<file path="src/rtl/adjust_ctrl_pkg.sv">
// Shared types and widths for the brightness-adjust frame sequencer.
package adjust_ctrl_pkg;

   localparam int PIX_W       = 8;
   localparam int FRAME_CNT_W = 16;

   typedef enum logic [2:0] {
      IDLE,
      WAIT_RCV,
      PREFETCH,
      LOAD,
      REQ_SND,
      STORE,
      DONE,
      ERR
   } state_t;

endpackage

</file>
<file path="src/rtl/adjust_frame_ctrl_watchdog.sv">
// Handshake watchdog: counts cycles spent waiting and flags expiry after TIMEOUT cycles.
module ack_watchdog #(
   parameter int TIMEOUT = 4096
) (
   input  logic clk,
   input  logic rst,
   input  logic clear,
   input  logic enable,
   output logic expired
);

   localparam int CNT_W = $clog2(TIMEOUT + 1);

   logic [CNT_W-1:0] count;

   // expired is raised during the TIMEOUT-th waiting cycle, so the FSM leaves after exactly TIMEOUT cycles
   assign expired = enable && (count == CNT_W'(TIMEOUT - 1));

   always_ff @(posedge clk or posedge rst) begin
      if (rst) begin
         count <= '0;
      end else if (clear) begin
         count <= '0;
      end else if (enable && !expired) begin
         count <= count + CNT_W'(1);
      end
   end

endmodule

</file>
<file path="src/rtl/adjust_frame_ctrl.sv">
// Frame sequencer: latches adjust parameters, streams the input image into the pipeline,
// then drains the pipeline output into the output image RAM, with status and a handshake watchdog.
module adjust_frame_ctrl
   import adjust_ctrl_pkg::*;
#(
   parameter int PIXEL_NUM = 16384,
   parameter int ADDR_W    = 14,
   parameter int TIMEOUT   = 4096
) (
   input  logic                   clk,
   input  logic                   xrst,
   input  logic                   start,
   input  logic [PIX_W-1:0]       cfg_from_v,
   input  logic [PIX_W-1:0]       cfg_to_v,
   output logic                   busy,
   output logic                   done,
   output logic                   err,
   output logic [FRAME_CNT_W-1:0] frame_cnt,
   output logic [PIX_W-1:0]       adjust_from_v,
   output logic [PIX_W-1:0]       adjust_to_v,
   output logic                   in_rd,
   output logic [ADDR_W-1:0]      in_addr,
   input  logic [PIX_W-1:0]       in_rdata,
   input  logic                   rcv_req,
   output logic                   rcv_ack,
   output logic [PIX_W-1:0]       pixel_in,
   output logic                   snd_req,
   input  logic                   snd_ack,
   input  logic [PIX_W-1:0]       pixel_out,
   output logic                   out_we,
   output logic [ADDR_W-1:0]      out_addr,
   output logic [PIX_W-1:0]       out_wdata
);

   // One spare bit so PIXEL_NUM == 2**ADDR_W is still representable
   localparam int IDX_W = ADDR_W + 1;
   localparam logic [IDX_W-1:0] PIX_LAST  = IDX_W'(PIXEL_NUM - 1);
   localparam logic [IDX_W-1:0] PIX_TOTAL = IDX_W'(PIXEL_NUM);

   state_t           state;
   state_t           state_next;
   logic [IDX_W-1:0] ld_idx;
   logic [IDX_W-1:0] ld_idx_inc;
   logic [IDX_W-1:0] cap_idx;
   logic             capture;
   logic             wd_enable;
   logic             wd_expired;

   assign ld_idx_inc = ld_idx + IDX_W'(1);
   assign wd_enable  = (state == WAIT_RCV) || (state == REQ_SND);
   assign capture    = ((state == REQ_SND) && snd_ack) || ((state == STORE) && (cap_idx != PIX_TOTAL));

   ack_watchdog #(
      .TIMEOUT (TIMEOUT)
   ) u_watchdog (
      .clk     (clk),
      .rst     (xrst),
      .clear   (!wd_enable),
      .enable  (wd_enable),
      .expired (wd_expired)
   );

   always_ff @(posedge clk or posedge xrst) begin
      if (xrst) begin
         state <= IDLE;
      end else begin
         state <= state_next;
      end
   end

   // A handshake seen in the expiry cycle still wins over the timeout
   always_comb begin
      state_next = state;
      case (state)
         IDLE:     if (start) state_next = WAIT_RCV;
         WAIT_RCV: begin
            if (rcv_req)         state_next = PREFETCH;
            else if (wd_expired) state_next = ERR;
         end
         PREFETCH: state_next = LOAD;
         LOAD:     if (ld_idx == PIX_LAST) state_next = REQ_SND;
         REQ_SND:  begin
            if (snd_ack)         state_next = STORE;
            else if (wd_expired) state_next = ERR;
         end
         STORE:    if (cap_idx == PIX_TOTAL) state_next = DONE;
         DONE:     state_next = IDLE;
         ERR:      state_next = IDLE;
         default:  state_next = IDLE;
      endcase
   end

   always_comb begin
      busy     = (state != IDLE);
      done     = (state == DONE);
      rcv_ack  = (state == LOAD);
      pixel_in = (state == LOAD) ? in_rdata : '0;
      snd_req  = (state == REQ_SND);
      in_rd    = 1'b0;
      in_addr  = '0;
      if (state == PREFETCH) begin
         in_rd = 1'b1;
      end else if ((state == LOAD) && (ld_idx_inc < PIX_TOTAL)) begin
         in_rd   = 1'b1;
         in_addr = ld_idx_inc[ADDR_W-1:0];
      end
   end

   // Pixel indices and the registered output RAM write port
   always_ff @(posedge clk or posedge xrst) begin
      if (xrst) begin
         ld_idx    <= '0;
         cap_idx   <= '0;
         out_we    <= 1'b0;
         out_addr  <= '0;
         out_wdata <= '0;
      end else begin
         ld_idx <= (state == LOAD) ? ld_idx_inc : '0;
         out_we <= capture;
         if (capture) begin
            cap_idx   <= cap_idx + IDX_W'(1);
            out_addr  <= cap_idx[ADDR_W-1:0];
            out_wdata <= pixel_out;
         end else if ((state != REQ_SND) && (state != STORE)) begin
            cap_idx <= '0;
         end
      end
   end

   always_ff @(posedge clk or posedge xrst) begin
      if (xrst) begin
         adjust_from_v <= '0;
         adjust_to_v   <= '0;
         err           <= 1'b0;
         frame_cnt     <= '0;
      end else begin
         if ((state == IDLE) && start) begin
            adjust_from_v <= cfg_from_v;
            adjust_to_v   <= cfg_to_v;
            err           <= 1'b0;
         end
         if (state_next == ERR) begin
            err <= 1'b1;
         end
         if (state == DONE) begin
            frame_cnt <= frame_cnt + FRAME_CNT_W'(1);
         end
      end
   end

endmodule

</file>
<file path="config.mk">
export PLATFORM = sky130hd
export DESIGN_NAME = adjust_frame_ctrl
export DESIGN_NICKNAME = d
export VERILOG_FILES = /design/src/rtl/adjust_ctrl_pkg.sv /design/src/rtl/adjust_frame_ctrl_watchdog.sv /design/src/rtl/adjust_frame_ctrl.sv
export SDC_FILE = /design/constraint.sdc
export NUM_CORES = 1
export LEC_CHECK = 0
export BUFFER_PORTS_ARGS = -buffer_cell sky130_fd_sc_hd__buf_2
export CAP_MARGIN = 40
export CORE_UTILIZATION = 25
export CTS_BUF_LIST = sky130_fd_sc_hd__clkbuf_4
export CTS_CLUSTER_SIZE = 16
export DETAILED_ROUTE_END_ITERATION = 10
export PLACE_DENSITY = 0.56
export SLEW_MARGIN = 20
export SYNTH_ARGS = -nofsm -noshare
export SYNTH_HDL_FRONTEND = slang
export SYNTH_HIERARCHICAL = 1
export SYNTH_SLANG_ARGS = --single-unit
export TNS_END_PERCENT = 1
</file>
<file path="constraint.sdc">
create_clock -name clk -period 3.77 [get_ports clk]
set_input_delay 1.131 -clock clk [delete_from_list [all_inputs] [get_ports clk]]
set_output_delay 1.131 -clock clk [all_outputs]
set_load 0.02 [all_outputs]
</file>
==> flow_metrics.env, run 1 <==
export IMPL_synth_async_sr_flop_share_pct=100.0
export IMPL_vdd_ir_drop_worst_mv=0.1464
export IMPL_placed_cell_area_um2=5773
export IMPL_die_h_um=141.8
export IMPL_syn_area_um2=4885
export IMPL_worst_path_largest_cell_delay_ns=0.45
export IMPL_vias=3910
export IMPL_first_iter_violations=216
export IMPL_maxCapViolations=0
export IMPL_worstPathCellList="nand4_1 > buf_4 > nor3_2 > nand2_1 > or3_1 > a21oi_1 > buf_2"
export IMPL_ff2ff_path_depth=9
export IMPL_tightestPinTransition_ns=0.5929
export IMPL_p_leak_nw=2.999
export IMPL_yosysUniqueCellTypes=55
export IMPL_crit_type="flop to primary output"
export IMPL_synth_area_per_cell_um2=10.09
export IMPL_min_path_cells=2
export IMPL_worst_path_buf_inv=2
export IMPL_synth_common_cells="102 x dfrtp_1, 92 x nand2_1, 34 x nor2_1"
export IMPL_grt_first_pass_wirelength_mm=19.06
export IMPL_r2r_start="state[2]"
export IMPL_fin_crit_ns=3.532
export IMPL_area_growth_pct=22.11
export IMPL_post_dp_hpwl_mm=8.124
export IMPL_drive_above_1_share_pct=29.95
export IMPL_synth_area_leaders="dfrtp_1 52%, nand2_1 7.1%, mux2_2 3.9%, xnor2_1 3.0%, nand3_1 2.7%"
export IMPL_vias_per_cell=4.489
export IMPL_min_from="out_addr[13]"
export IMPL_core_area_um2=18960
export IMPL_syn_nets=526
export IMPL_slowest_stage="dfrtp_1"
export IMPL_boundaryPins=120
export IMPL_grt_overflow=0
export IMPL_wl_per_cell_um=13.08
export IMPL_htree_levels=3
export IMPL_clock_root_buffer="clkbuf_4"
export IMPL_ctsHoldBuffers=0
export IMPL_rows=50
export IMPL_grt_pass1_vias=3702
export IMPL_cts_tree="built"
export IMPL_fin_area_um2=5964
export IMPL_io_buffers=119
export IMPL_skew_ns=0.01950
export IMPL_critPathTopFamily="simple AND/OR/NAND/NOR gates"
export IMPL_synthDominantCellAreaShare_pct=52.25
export IMPL_clk_latency_ns=0.47
export IMPL_ant_nets=0
export IMPL_drc=0
export IMPL_yosysMostFrequentCell="dfrtp_1"
export IMPL_wl_mm=11.40
export IMPL_fin_setup_tns_ns=0
export IMPL_required_ns=2.64
export IMPL_power_density_nw_per_um2=309.5
export IMPL_synth_main_ff_cell="dfrtp_1"
export IMPL_holdWs_ns=0.4797
export IMPL_worst_setup_path_end_kind="primary output"
export IMPL_ff2ff_setup_slack_ns=0.91
export IMPL_fin_crit_sh_pct=93.69
export IMPL_fp_dieW_um=141.8
export IMPL_grt_usage_pct=12.12
export IMPL_initial_utilization_pct=25.77
export IMPL_dieArea_um2=20100
export IMPL_antennaDiodeCount=0
export IMPL_status="complete, no violations"
export IMPL_synth_largest_area_cell="dfrtp_1"
export IMPL_rr_endpoint="err"
export IMPL_hold_violations=0
export IMPL_ys_seq_elements=102
export IMPL_cts_sinks=102
export IMPL_gp_congestion=0.7716
export IMPL_finalSetupViolCount=0
export IMPL_cp_arrival_ns=2.40
export IMPL_grt_max_degree=52
export IMPL_antenna_found_initial=0
export IMPL_ys_seq_area_share_pct=52.25
export IMPL_dr_pass1_iters=4
export IMPL_cp_max_fo=5
export IMPL_cts_buffer_depth=2
export IMPL_crit_path_start_kind="flop"
export IMPL_min_to="out_addr[13]"
export IMPL_rsz0062_at_grt="false"
export IMPL_clk_pin_slew_worst_paths_ns=0.15
export IMPL_synth_enable_flop_cells=0
export IMPL_drv_slew=0
export IMPL_slew_headroom_pct=59.96
export IMPL_hp_class="flop to flop"
export IMPL_numCtsBuffers=9
export IMPL_synth_cells=484
export IMPL_num_nets_final=648
export IMPL_yosys_warnings=6
export IMPL_timing_fmax_mhz=283.1
==> per-stage QoR <==
stage                     cells  power [mW]  worst slack, ns  util [%]
final                       871       1.846           0.2378     31.47
after global routing        871       1.933          0.04239     31.47
after CTS                   868       1.888           0.1031     31.31
after detailed placement    852       1.219           0.6644     30.46
after global placement      852       1.217           0.7476     30.46
after floorplan             484       1.173           0.3321         -
==> logic make-up (layout without fill, tap and decap cells) <==
group	after synthesis	count (layout)	synth area share, %
multiplexers	27	27	6.071
AND/OR/NAND/NOR	241	241	24.85
XOR/XNOR	29	29	5.200
flip-flops	102	102	52.25
adder cells (fa/ha/maj)	5	5	1.281
AO/OA/AOI/OAI	45	45	6.763
buffers and inverters	35	162	3.586
==> worst register-to-register path, stage by stage, from the launching register on <==
cell,delay [ns]
dfrtp_1,0.54
or2b_1,0.28
a21oi_1,0.33
and4_1,0.36
nand2_1,0.15
nor3_1,0.31
inv_1,0.11
o32a_1,0.36
o22ai_1,0.21
a22o_1,0.16
==> final cells by class <==
class / instances / area, µm²
flip-flops and latches: 102 / 2554
fillers: 1992 / 12990
inverters: 14 / 55.05
repair buffers: 132 / 705.7
well taps: 260 / 325.3
clock inverters: 4 / 71.32
multi-input cells: 347 / 2163
clock buffers: 12 / 90.09
==> registers in the layout, summed over array words and instances, names as in the netlist <==
| register | count |
|---|---|
| u_watchdog/count | 13 |
| err | 1 |
| cap_idx | 15 |
| state | 3 |
| frame_cnt | 16 |
| out_wdata | 8 |
| adjust_from_v | 8 |
| out_addr | 14 |
| ld_idx | 15 |
| adjust_to_v | 8 |
| out_we | 1 |
==> layout by cell type, fill, tap and decap left out, drive strengths merged, types with 3 or more instances in the layout <==
| cell | count |
|---|---|
| nor2b | 4 |
| and4 | 5 |
| nor3b | 3 |
| nand4 | 16 |
| or4 | 3 |
| dfrtp | 102 |
| xor2 | 12 |
| or3 | 6 |
| o31ai | 5 |
| buf | 132 |
| o21ai | 8 |
| inv | 14 |
| mux2i | 9 |
| a21oi | 13 |
| o41ai | 4 |
| xnor2 | 17 |
| or2 | 3 |
| and3 | 17 |
| o311ai | 3 |
| nor2 | 35 |
| ha | 5 |
| mux2 | 18 |
| nand3 | 26 |
| nor4 | 3 |
| nand2 | 93 |
| clkbuf | 12 |
| nor3 | 19 |
==> where the power goes <==
part / total [mW] / switching, mW / internal (mW)
clock: 0.652 / 0.362 / 0.290
combinational: 0.0877 / 0.0539 / 0.0338
sequential: 1.11 / 0.00343 / 1.10
total: 1.85 / 0.419 / 1.43
==> repair_timing <==
item,CTS,global route
setup buffers,0,3
hold endpoints to repair,0,0
endpoints found under the setup margin,0,11
resized for setup,0,3
==> per-layer routing <==
| metal | share of wire, % | global-route usage [%] |
|---|---|---|
| met1 | 46 | 15.59 |
| met2 | 49 | 20.07 |
| met3 | 4.6 | 3.004 |
| met4 | 1.2 | 3.565 |
| met5 | 0 | 0 |
==> worst max-delay path by stage <==
stage / start / to / cells past startpoint
3_5_place_dp: ld_idx[0] / in_addr[9] / 8
4_1_cts: ld_idx[0] / in_addr[9] / 8
6_report: ld_idx[5] / in_addr[13] / 7
2_1_floorplan: xrst / adjust_from_v[0] / 1
3_3_place_gp: ld_idx[0] / in_addr[8] / 8
5_1_grt: ld_idx[0] / in_addr[8] / 8
Power figures use the tool's default switching activity.
==> run 2, diff against run 1 <==
--- a/config.mk
+++ b/config.mk
@@ -5,13 +5,14 @@
 export SDC_FILE = /design/constraint.sdc
 export NUM_CORES = 1
 export LEC_CHECK = 0
-export BUFFER_PORTS_ARGS = -buffer_cell sky130_fd_sc_hd__buf_2
+export BUFFER_PORTS_ARGS = -buffer_cell sky130_fd_sc_hd__buf_4
 export CAP_MARGIN = 40
 export CORE_UTILIZATION = 25
 export CTS_BUF_LIST = sky130_fd_sc_hd__clkbuf_4
 export CTS_CLUSTER_SIZE = 16
 export DETAILED_ROUTE_END_ITERATION = 10
 export PLACE_DENSITY = 0.56
+export SETUP_SLACK_MARGIN = 0.4
 export SLEW_MARGIN = 20
 export SYNTH_ARGS = -nofsm -noshare
 export SYNTH_HDL_FRONTEND = slang
==> run 2 against run 1 <==
Compared with the run above: combinational power up 23%; sequential share of layout area down 2.9 points; cell count up 0.80%; clock power down 1%; worst setup slack better by 0.12 ns; first-iteration DRC count down 30%; worst hold slack better by 0.0054 ns; cell area up 7.2%; register-to-register slack worse by 0.05 ns; die area unchanged; clock skew down 0.00067 ns; via count up 3.3%.
==> flow_metrics.env, run 2 (synthesized netlist as in run 1, its figures left out) <==
export IMPL_hp_class="flop to flop"
export IMPL_clock_root_buffer="clkbuf_4"
export IMPL_drc=0
export IMPL_post_dp_hpwl_mm=9.039
export IMPL_finalSetupViolCount=0
export IMPL_worst_setup_path_end_kind="primary output"
export IMPL_drv_slew=0
export IMPL_final_common_cell="buf_4"
export IMPL_cts_sinks=102
export IMPL_fin_setup_tns_ns=0
export IMPL_maxCapViolations=0
export IMPL_die_h_um=141.8
export IMPL_fin_crit_ns=3.416
export IMPL_most_common_layout_cells="137 x buf_4, 102 x dfrtp_1, 92 x nand2_1"
export IMPL_largestRegisters="frame_cnt (16), cap_idx (15), ld_idx (15)"
export IMPL_holdWs_ns=0.4851
export IMPL_worst_path_largest_cell_delay_ns=0.42
export IMPL_hold_violations=0
export IMPL_crit_type="flop to primary output"
export IMPL_io_buffers=119
export IMPL_vdd_ir_drop_worst_mv=0.1956
export IMPL_boundaryPins=120
export IMPL_wl_mm=12.48
export IMPL_rsz0062_at_grt="true"
export IMPL_cp_max_fo=5
export IMPL_initial_utilization_pct=25.77
export IMPL_ctsHoldBuffers=0
export IMPL_antennaDiodeCount=0
export IMPL_power_density_nw_per_um2=290.7
export IMPL_gp_congestion=0.8507
export IMPL_grt_overflow=0
export IMPL_drive_above_1_share_pct=32.52
export IMPL_status="complete, no violations"
export IMPL_regMostFlops="frame_cnt"
export IMPL_cts_buffer_depth=2
export IMPL_slew_headroom_pct=51.65
export IMPL_required_ns=2.64
export IMPL_worstPathCellList="ha_4 > nand4_1 > nor4_2 > xnor2_1 > o21ai_1 > buf_4 > nor3_2 > buf_4"
export IMPL_cp_arrival_ns=2.28
export IMPL_fillers=1932
export IMPL_area_growth_pct=30.84
export IMPL_grt_pass1_vias=3895
export IMPL_p_leak_nw=3.098
export IMPL_antenna_found_initial=0
export IMPL_clk_pin_slew_worst_paths_ns=0.15
export IMPL_slowest_stage="dfrtp_1"
export IMPL_ant_nets=0
export IMPL_numCtsBuffers=9
export IMPL_crit_path_start_kind="flop"
export IMPL_first_iter_violations=152
export IMPL_num_nets_final=656
export IMPL_largest_register_ffs=16
export IMPL_cts_tree="built"
export IMPL_skew_ns=0.01883
export IMPL_final_core_util_pct=33.72
export IMPL_grt_max_degree=58
export IMPL_dieArea_um2=20100
export IMPL_grt_usage_pct=12.70
export IMPL_fp_dieW_um=141.8
export IMPL_fin_area_um2=6391
export IMPL_clk_latency_ns=0.46
export IMPL_crit_top_cell="buf_4"
export IMPL_vias_per_cell=4.600
export IMPL_fin_crit_sh_pct=90.60
export IMPL_htree_levels=3
export IMPL_core_area_um2=18960
export IMPL_design_power_total_mw=1.858
export IMPL_grt_first_pass_wirelength_mm=19.94
export IMPL_timing_fmax_mhz=292.8
export IMPL_rows=50
export IMPL_dr_pass1_iters=4
export IMPL_placed_cell_area_um2=6047
export IMPL_wl_per_cell_um=14.22
export IMPL_vias=4039
export IMPL_tightestPinTransition_ns=0.7237
## run 2: cell count changes in the layout (fill, tap and decap cells not counted), moves of 2 or more
cell / change
nor3_1: -10
buf_2: -118
buf_4: +125
clkbuf_4: -2
clkinv_4: +2
nor3_2: +9
## run 2: layout make-up
cell class | count | area [µm²] | share of cell area, %
Inverter | 14 | 56.30 | 0.8810
Sequential cell | 102 | 2552 | 39.94
Clock buffer | 10 | 75.07 | 1.175
Tap cell | 260 | 325.3 | 5.090
Multi-Input combinational cell | 347 | 2232 | 34.93
Clock inverter | 5 | 85.08 | 1.331
Timing Repair Buffer | 140 | 1065 | 16.66
## run 2: worst paths after layout
kind / startpoint / to / slack (ns) / depth (start not counted)
worst max-delay path: ld_idx[1] / in_addr[5] / 0.35 / 8
worst min-delay path: out_wdata[5] / out_wdata[5] / 0.49 / 2
worst min register to register: out_wdata[5] / out_wdata[5] / 0.49 / 2
worst max register to register: state[0] / err / 0.86 / 9
max in group asynchronous: xrst / cap_idx[5] / 2.26 / 3
min in group asynchronous: xrst / u_watchdog/count[1] / 0.70 / 2
## run 2: critical path: cells and delay by family (launching register included)
kind,cells,cell delay (ns)
and+or+nand+nor,3,0.57
AOI/OAI and AO/OA,1,0.14
DFF,1,0.42
buffers and inverters,2,0.36
xor gates and xnor gates,1,0.18
adders and majority gates,1,0.16
## run 2: report_power, final
part	switching, mW	internal (mW)
clock network	0.368	0.275
registers	0.00413	1.10
logic	0.0561	0.0515
## run 2: what timing repair did
item                                    CTS  global route
cloned                                    1             0
resized for setup                        17             0
pin swaps                                13             1
endpoints found under the setup margin   12            14
buffers inserted                         12             0
## run 2: per-layer routing
layer  part of all wire [%]  vias up  track usage, %
met5                      0        -               0
met4                    1.9        0           4.527
met3                    7.0       18           4.387
met2                     47      127           20.74
met1                     44     1951           15.48
li1                       -     1943               -
## run 2: through the flow
step	instances	setup WS [ns]
2_1_floorplan	484	0.7124
3_3_place_gp	848	0.6132
3_5_place_dp	849	0.6185
4_1_cts	877	0.3175
5_1_grt	878	0.1567
6_report	878	0.3544
==> run 3, diff against run 2 <==
--- a/config.mk
+++ b/config.mk
@@ -16,6 +16,5 @@
 export SLEW_MARGIN = 20
 export SYNTH_ARGS = -nofsm -noshare
 export SYNTH_HDL_FRONTEND = slang
-export SYNTH_HIERARCHICAL = 1
 export SYNTH_SLANG_ARGS = --single-unit
 export TNS_END_PERCENT = 1
==> run 3 against run 2 <==
Compared with the run above: worst hold slack better by 0.00078 ns; register-to-register slack better by 0.51 ns; cell area down 2.9%; highest routed layer unchanged.
==> flow_metrics.env, run 3 <==
export IMPL_synthMuxAreaShare_pct=6.074
export IMPL_fin_crit_sh_pct=86.41
export IMPL_synth_main_ff_cell="dfrtp_1"
export IMPL_dp_slack_ns=0.5959
export IMPL_htree_levels=3
export IMPL_die_h_um=139.4
export IMPL_synth_area_leaders="dfrtp_1 54%, nand2_1 6.0%, xnor2_1 5.2%, mux2_1 4.8%, nor2_1 3.5%"
export IMPL_synth_enable_flop_cells=0
export IMPL_fin_crit_ns=3.258
export IMPL_syn_nets=500
export IMPL_most_common_layout_cells="140 x buf_4, 99 x dfrtp_1, 74 x nand2_1"
export IMPL_area_growth_pct=31.59
export IMPL_cts_sinks=102
export IMPL_fin_ws_ns=0.5123
export IMPL_status="complete, no violations"
export IMPL_synth_cells=458
export IMPL_vdd_ir_drop_worst_mv=0.3466
export IMPL_vias_per_cell=4.570
export IMPL_synthSimpleGateAreaFrac_pct=25.17
export IMPL_p_leak_nw=3.047
export IMPL_cp_arrival_ns=2.13
export IMPL_yosys_warnings=0
export IMPL_synth_xor_area_share_pct=8.170
export IMPL_synth_compound_area_share_pct=2.361
export IMPL_tightestPinTransition_ns=0.8641
export IMPL_clk_pin_slew_worst_paths_ns=0.16
export IMPL_syn_area_um2=4717
export IMPL_dr_pass1_iters=4
export IMPL_clock_root_buffer="clkbuf_4"
export IMPL_hp_class="flop to flop"
export IMPL_holdWs_ns=0.4859
export IMPL_antenna_found_initial=0
export IMPL_drc=0
export IMPL_gp_congestion=0.7727
export IMPL_timing_fmax_mhz=307.0
export IMPL_largest_register_ffs=16
export IMPL_grt_overflow=0
export IMPL_clk_latency_ns=0.49
export IMPL_core_area_um2=18210
export IMPL_min_path_cells=1
export IMPL_worst_setup_path_end_kind="primary output"
export IMPL_boundaryPins=120
export IMPL_hold_violations=0
export IMPL_dp_cells=796
export IMPL_yosysUniqueCellTypes=42
export IMPL_synth_largest_area_cell="dfrtp_1"
export IMPL_finalSetupViolCount=0
export IMPL_final_common_cell="buf_4"
export IMPL_ff2ff_setup_slack_ns=1.37
export IMPL_vias=3779
export IMPL_crit_type="flop to primary output"
export IMPL_wl_per_cell_um=13.99
export IMPL_wl_mm=11.57
export IMPL_regMostFlops="frame_cnt"
export IMPL_fin_setup_tns_ns=0
export IMPL_crit_path_start_kind="flop"
export IMPL_ys_seq_area_share_pct=54.11
export IMPL_num_nets_final=635
export IMPL_antennaDiodeCount=0
export IMPL_synth_area_per_cell_um2=10.30
export IMPL_post_dp_hpwl_mm=8.194
export IMPL_grt_pass1_vias=3863
export IMPL_required_ns=2.64
export IMPL_dieArea_um2=19420
export IMPL_yosysMostFrequentCell="dfrtp_1"
export IMPL_maxCapViolations=0
export IMPL_synth_fa_ha_area_share_pct=1.326
export IMPL_first_iter_violations=235
export IMPL_synthDominantCellAreaShare_pct=54.11
export IMPL_synth_top_family_by_area="simple AND/OR/NAND/NOR gates"
export IMPL_rsz0062_at_grt="true"
export IMPL_skew_ns=0.02993
export IMPL_fillers=1858
export IMPL_synth_async_sr_flop_share_pct=100.0
export IMPL_drv_slew=0
export IMPL_grt_first_pass_wirelength_mm=19.46
export IMPL_grt_usage_pct=12.47
export IMPL_cts_buffer_depth=2
export IMPL_power_density_nw_per_um2=456.2
export IMPL_drive_above_1_share_pct=29.43
export IMPL_ant_nets=0
export IMPL_synth_common_cells="102 x dfrtp_1, 75 x nand2_1, 44 x nor2_1"
export IMPL_ys_seq_elements=102
export IMPL_fin_cells=827
export IMPL_slew_headroom_pct=41.86
export IMPL_io_buffers=119
export IMPL_rows=49
export IMPL_cts_tree="built"
export IMPL_largestRegisters="frame_cnt (16), cap_idx (15), ld_idx (15)"
export IMPL_fp_dieW_um=139.4
export IMPL_grt_max_degree=45
export IMPL_seq_area_um2=2556
export IMPL_numCtsBuffers=9
export IMPL_multi_input_area_um2=2078
export IMPL_cp_max_fo=4
export IMPL_ff2ff_path_depth=5
export IMPL_initial_utilization_pct=25.91
-- run 3: changes by cell type after synthesis, moves of 5 or more --
cell | before | now
mux2_1 | 0 | 20
nor4_1 | 2 | 9
o31ai_1 | 5 | 0
buf_2 | 5 | 0
xnor2_1 | 17 | 28
clkbuf_1 | 9 | 15
a21oi_1 | 12 | 3
nor2_1 | 34 | 44
mux2_2 | 17 | 1
nand2_1 | 92 | 75
nand3_1 | 26 | 18
-- run 3: worst max-delay path, stage by stage (launching register included) --
cell and delay (ns):
dfrtp_1 0.43, and4_4 0.26, nand4_1 0.15, xor2_2 0.20, buf_4 0.15, buf_4 0.13, and3_1 0.18, buf_4 0.16
-- run 3: layer usage --
layer	global-route usage, %	wire length (µm)
met1	15.64	5137
met2	20.42	5505
met3	4.267	800
met4	3.275	123
met5	0	0
-- run 3: kinds of logic (layout without fill, tap and decap cells) --
family | Yosys count | in the layout
and+or+nand+nor | 234 | 234
DFF | 102 | 102
xor gates and xnor gates | 44 | 44
buffers and inverters | 29 | 169
muxes | 26 | 26
AOI/OAI and AO/OA | 18 | 18
adders and majority gates | 5 | 5
-- run 3: timing repair --
action                     CTS  global route
gates resized for setup      5             9
hold endpoints to repair     0             0
pin swaps                    2             3
hold buffers                 0             0
setup buffers                4            11
setup endpoints to repair   11            15
-- run 3: path summary, 6_finish.rpt --
path	to	startpoint
max	in_addr[1]	ld_idx[7]
min	frame_cnt[15]	frame_cnt[15]
max reg2reg	cap_idx[13]	cap_idx[12]
min reg2reg	frame_cnt[15]	frame_cnt[15]
max in group asynchronous	frame_cnt[10]	xrst
min in group asynchronous	out_addr[8]	xrst
-- run 3: cell type report --
cell class / count / area share (%)
clock inverter: 7 / 1.330
inverter: 11 / 0.7257
multi-input combinational: 327 / 33.48
tap: 229 / 4.616
sequential: 102 / 41.18
timing repair buffer: 142 / 17.58
clock buffer: 9 / 1.088
-- run 3: power breakdown --
group	switching, mW	internal, mW	total, mW	leakage [nW]
Combinational	0.556	0.340	0.896	1.59
Clock	0.400	0.212	0.612	0.0834
Sequential	0.113	1.21	1.32	1.38
Total	1.07	1.76	2.83	3.05
-- run 3: per-stage QoR --
stage	utilization, %	cell area [µm²]	total power [mW]
after floorplan	-	4721	1.841
after global placement	32.41	5902	2.209
after detailed placement	32.41	5902	2.230
after CTS	33.51	6101	2.872
after global routing	34.09	6207	3.015
final	34.09	6207	2.832
